[config.mk]
export PLATFORM = sky130hd
export DESIGN_NAME = uart_receiver
export DESIGN_NICKNAME = d
export VERILOG_FILES = /design/src/rtl/uart_receiver.sv
export SDC_FILE = /design/constraint.sdc
export NUM_CORES = 1
export LEC_CHECK = 0
export BUFFER_PORTS_ARGS = -buffer_cell sky130_fd_sc_hd__buf_2
export CORE_MARGIN = 10
export CORE_UTILIZATION = 27
export DETAILED_ROUTE_END_ITERATION = 10
export PLACE_DENSITY = 0.42
export SETUP_SLACK_MARGIN = 0.2
export SLEW_MARGIN = 20
export SYNTH_ARGS = -nofsm -noshare
export SYNTH_HDL_FRONTEND = slang
export SYNTH_SLANG_ARGS = --single-unit
export TNS_END_PERCENT = 50
[constraint.sdc]
create_clock -name clk -period 2 [get_ports clk]
set_input_delay 0.3 -clock clk [delete_from_list [all_inputs] [get_ports clk]]
set_output_delay 0.3 -clock clk [all_outputs]
set_load 0.02 [all_outputs]
[src/rtl/uart_receiver.sv]
// UART receiver: deserializes 8N1 frames from an asynchronous RX line into
// bytes. Each byte is handed to the consumer through a ready/valid handshake.
// Framing errors and overruns are reported as one-cycle pulses.
module uart_receiver #(
  parameter int CLOCK_FREQ = 50_000_000,
  parameter int BAUD_RATE  = 115_200
) (
  input  logic       clk,
  input  logic       rst,
  input  logic       serial_in,
  output logic [7:0] data_out,
  output logic       data_out_valid,
  input  logic       data_out_ready,
  output logic       framing_error,
  output logic       overrun
);

  localparam int SYMBOL_EDGE_TIME = CLOCK_FREQ / BAUD_RATE;
  localparam int SAMPLE_TIME      = SYMBOL_EDGE_TIME / 2;
  localparam int CW               = $clog2(SYMBOL_EDGE_TIME) + 1;

  localparam logic [CW-1:0] SYM_LAST    = CW'(SYMBOL_EDGE_TIME - 1);
  localparam logic [CW-1:0] SAMPLE_LAST = CW'(SAMPLE_TIME - 1);
  localparam logic [CW-1:0] CNT_ZERO    = CW'(0);
  localparam logic [CW-1:0] CNT_ONE     = CW'(1);

  typedef enum logic [1:0] {
    IDLE  = 2'd0,
    START = 2'd1,
    DATA  = 2'd2,
    STOP  = 2'd3
  } state_t;

  state_t          state_r;
  logic [CW-1:0]   count_r;
  logic [2:0]      bit_idx_r;
  logic [7:0]      shift_r;
  logic            rx_meta_r;
  logic            rx_s;

  // Two-flop synchronizer; both stages reset to the idle (high) line level.
  always_ff @(posedge clk) begin
    if (rst) begin
      rx_meta_r <= 1'b1;
      rx_s      <= 1'b1;
    end else begin
      rx_meta_r <= serial_in;
      rx_s      <= rx_meta_r;
    end
  end

  // Frame FSM with registered byte, handshake and error-pulse outputs.
  always_ff @(posedge clk) begin
    if (rst) begin
      state_r        <= IDLE;
      count_r        <= CNT_ZERO;
      bit_idx_r      <= 3'd0;
      shift_r        <= 8'h00;
      data_out       <= 8'h00;
      data_out_valid <= 1'b0;
      framing_error  <= 1'b0;
      overrun        <= 1'b0;
    end else begin
      // Error flags are pulses; they are only raised by the stop-bit sample.
      framing_error <= 1'b0;
      overrun       <= 1'b0;

      // Consumer takes the byte; a stop sample in this same cycle may reload it.
      if (data_out_valid && data_out_ready) begin
        data_out_valid <= 1'b0;
      end

      case (state_r)
        IDLE: begin
          if (!rx_s) begin
            count_r <= CNT_ZERO;
            state_r <= START;
          end
        end

        START: begin
          // Re-check the line at mid start bit to reject short glitches.
          if (count_r == SAMPLE_LAST) begin
            if (rx_s) begin
              state_r <= IDLE;
            end else begin
              count_r   <= CNT_ZERO;
              bit_idx_r <= 3'd0;
              state_r   <= DATA;
            end
          end else begin
            count_r <= count_r + CNT_ONE;
          end
        end

        DATA: begin
          // Counter was aligned to mid-bit in START, so a full symbol later
          // lands in the middle of each data bit. LSB arrives first.
          if (count_r == SYM_LAST) begin
            shift_r   <= {rx_s, shift_r[7:1]};
            count_r   <= CNT_ZERO;
            bit_idx_r <= bit_idx_r + 3'd1;
            if (bit_idx_r == 3'd7) begin
              state_r <= STOP;
            end
          end else begin
            count_r <= count_r + CNT_ONE;
          end
        end

        STOP: begin
          if (count_r == SYM_LAST) begin
            count_r <= CNT_ZERO;
            state_r <= IDLE;
            if (rx_s) begin
              // Slot is free if empty or being emptied this very cycle.
              if (!data_out_valid || data_out_ready) begin
                data_out       <= shift_r;
                data_out_valid <= 1'b1;
              end else begin
                overrun <= 1'b1;
              end
            end else begin
              framing_error <= 1'b1;
            end
          end else begin
            count_r <= count_r + CNT_ONE;
          end
        end

        default: begin
          state_r <= IDLE;
          count_r <= CNT_ZERO;
        end
      endcase
    end
  end

endmodule

==> flow_summary.json <==
{
  "status": "finished clean",
  "grt.busiest_layer": "met2",
  "hold_path_end": "rx_meta_r$_SDFF_PP1_",
  "use_met2_pct": 12.0,
  "path_class": "register to register",
  "die_w_um": 99.9,
  "hold_path.class": "primary input to register",
  "cts-root-buf": "clkbuf_8",
  "fillers": 666,
  "r2r_start": "count_r[8]$_SDFF_PP0_",
  "totalPowerFinal_mw": 1.29,
  "fp.dieH_um": 99.9,
  "drc": 0,
  "path_cells": "nand4b_1 > o31a_1 > nor3_1 > mux2_1",
  "instances_no_fill": 279,
  "antenna_found_initial": 0,
  "cts_inserted_buffers": 5,
  "syn2layout_area_growth_pct": 12.8,
  "setup_viol": 0,
  "whs_path_depth": 2,
  "cts_sinks": 36,
  "ios": 15,
  "synth_cell_types": 42,
  "ff2ff_path_depth": 4,
  "relSlewSlack_pct": 56.3,
  "maxSlewViolCount": 0,
  "worstMarginPinSlew_ns": 0.655,
  "cp_slowest_cell": "dfxtp_1",
  "dpl.cell_count": 271,
  "clockBufferDepth": 2,
  "vias_per_cell": 4.92,
  "avgRoutedWirePerCell_um": 13.8,
  "grt_max_degree": 28,
  "worst-path-max-fanout": 6,
  "grt.total_usage_pct": 7.82,
  "syn_area_per_cell_um2": 9.02,
  "slowest_delay_ns": 0.48,
  "antenna_left": 0,
  "clk-insertion-delay-late_ns": 0.29,
  "postCtsSetupRepairBufs": 0,
  "htreeDepth": 2,
  "cp.arrival_ns": 1.91,
  "yosys_warnings": 0,
  "path_clk_slew_ns": 0.08,
  "critPathBufInv": 0,
  "crit_path_start_kind": "register",
  "grt_overflow": 0,
  "power.density_nw_per_um2": 665,
  "num_vias": 1373,
  "cts_tree": "yes",
  "synthFlopType": "dfxtp_1",
  "first_global_vias": 1306,
  "die_area_um2": 9980,
  "syn_inst": 191,
  "peakVddDrop_v": 0.000258,
  "portBuffers": 14,
  "critPathTopFamily": "flip-flops",
  "fin_skew_ns": 0.0103,
  "core_area_um2": 6280,
  "num-nets-final": 210,
  "ys_ff_latch": 36,
  "postLayoutCoreUtil_pct": 31.0,
  "fp-row-count": 29,
  "min_period_ns": 1.73,
  "synth_area_um2": 1720,
  "rsz0062_at_grt": "yes",
  "fmax_ghz": 0.578,
  "r2r_slack_ns": 0.27,
  "drtIter0Drc": 87,
  "grt_pass1_wl_um": 6470,
  "num_antenna_cells": 0,
  "routed_wl_um": 3860,
  "grtUsageMet1_pct": 9.92,
  "hold_start": "serial_in",
  "fin_setup_tns_ns": 0,
  "timing.max_cap.violations": 0,
  "met3_usage_pct": 2.34,
  "gp_congestion": 0.763,
  "preCtsSetupSlack_ns": 0.302,
  "ys_seq_area_share_pct": 41.8,
  "total_leakage_power_nw": 0.647,
  "hpwl_um": 2750,
  "drive_above_1_share_pct": 16.3,
  "initial_core_util_pct": 27.4,
  "synth_edf_count": 0,
  "setup_ws_ns": 0.269,
  "setup.worst_path.end_class": "register",
  "ys_async_sr_fraction_pct": 0,
  "syn-num-nets": 200,
  "finalHoldViolations": 0,
  "firstDrtPassIters": 4,
  "worstPathRequired_ns": 2.18,
  "fin_crit_sh_pct": 86.5
}
[kinds of logic (layout without fill, tap and decap cells)]
logic type / after synthesis / count (layout) / synth area share [%]
DFF: 36 / 36 / 41.8
muxes: 9 / 9 / 5.30
AOI/OAI and AO/OA: 41 / 41 / 14.6
buffers and inverters: 17 / 28 / 5.45
xor gates and xnor gates: 6 / 6 / 3.05
and+or+nand+nor: 77 / 77 / 26.1
adders and majority gates: 5 / 5 / 3.63
[layer usage]
metal / vias up / part of all wire (%) / routed length (um)
met2: 23 / 45 / 1750
met5: - / 0 / 0
met1: 642 / 49 / 1880
met3: 6 / 4.5 / 173
li1: 702 / - / -
met4: 0 / 1.5 / 56
[worst max-delay path by stage]
stage / endpoint / cells past startpoint / slack [ns] / start
2_1_floorplan: register / 5 / 0.40 / count_r[2]$_SDFF_PP0_
3_3_place_gp: register / 4 / 0.32 / count_r[2]$_SDFF_PP0_
3_5_place_dp: register / 4 / 0.30 / count_r[2]$_SDFF_PP0_
4_1_cts: register / 4 / 0.29 / count_r[3]$_SDFF_PP0_
5_1_grt: data_out[5]$_SDFFE_PP0P_ / 5 / 0.16 / count_r[0]$_SDFF_PP0_
6_report: register / 4 / 0.27 / count_r[8]$_SDFF_PP0_
[stage by stage]
| step | hold WS, ns | area [um^2] |
|---|---|---|
| 2_1_floorplan | 0.389 | 1720 |
| 3_3_place_gp | 0.397 | 1840 |
| 3_5_place_dp | 0.394 | 1840 |
| 4_1_cts | 0.188 | 1930 |
| 5_1_grt | 0.199 | 1940 |
| 6_report | 0.197 | 1940 |
[synthesized netlist by cell type (2+ instances only)]
master     number  area (um^2)
nand2b_1        5         31.3
nand3b_1        4         30.0
xnor2_1         5         43.8
nor2_1         15         56.3
nand4_1         5         31.3
dfxtp_1        36          721
nor2b_1         3         18.8
nor3b_1         2         15.0
and3b_1         2         17.5
nor3_1          6         30.0
and4_1          2         17.5
nand3_1        15         75.1
buf_2           3         15.0
o21ai_0         9         45.0
clkbuf_1        7         26.3
nand2_1         6         22.5
buf_6           3         33.8
inv_1           3         11.3
o21ai_1         2         10.0
ha_1            5         62.6
a21oi_1        18         90.1
mux2i_1         8         80.1
o2bb2ai_1       5         43.8
o31a_1          2         17.5
or2_2           3         18.8
[sequential cells by signal, summed over array words and instances, names as in the netlist, named ones only]
signal	cells
rx_meta_r	1
data_out	8
data_out_valid	1
bit_idx_r	3
shift_r	8
count_r	10
rx_s	1
framing_error	1
overrun	1
state_r	1
[area by class of cell]
class	count	area, um^2	area share (%)
clock buffers	5	68.8	3.54
repair buffers	17	105	5.41
well taps	77	96.3	4.96
inverters	3	11.3	0.580
flip-flops and latches	36	721	37.1
clock inverters	3	23.8	1.22
multi-input cells	138	917	47.2
[what timing repair did]
| action | CTS | global route |
|---|---|---|
| hold buffers | 0 | 0 |
| resized for setup | 0 | 1 |
| endpoints found under the setup margin | 0 | 3 |
[power by group]
group	leakage [nW]	total, mW	switching [mW]	internal [mW]
clock network	0.0404	0.528	0.281	0.247
logic	0.316	0.0390	0.0239	0.0152
registers	0.290	0.725	0.00524	0.720
[placed cells by master (no fill, tap or decap), types with 2 or more instances in the layout]
| cell | count |
|---|---|
| dfxtp_1 | 36 |
| a21oi_1 | 18 |
| nor2_1 | 15 |
| nand3_1 | 15 |
| buf_2 | 14 |
| o21ai_0 | 9 |
| mux2i_1 | 8 |
| nand2_1 | 6 |
| nor3_1 | 6 |
| nand2b_1 | 5 |
| nand4_1 | 5 |
| xnor2_1 | 5 |
| o2bb2ai_1 | 5 |
| ha_1 | 5 |
| clkbuf_8 | 5 |
| nand3b_1 | 4 |
| inv_1 | 3 |
| nor2b_1 | 3 |
| or2_2 | 3 |
| nor4_4 | 2 |
| and3b_1 | 2 |
| and4_1 | 2 |
| nor3b_1 | 2 |
| o21ai_1 | 2 |
| o31a_1 | 2 |
| clkinvlp_4 | 2 |
| buf_4 | 2 |
[worst reg2reg max path, stage by stage (launching register included)]
cell and delay [ns]:
dfxtp_1 0.48, nand4b_1 0.23, o31a_1 0.40, nor3_1 0.18, mux2_1 0.34
No activity file was read; power rests on OpenSTA's default activity.
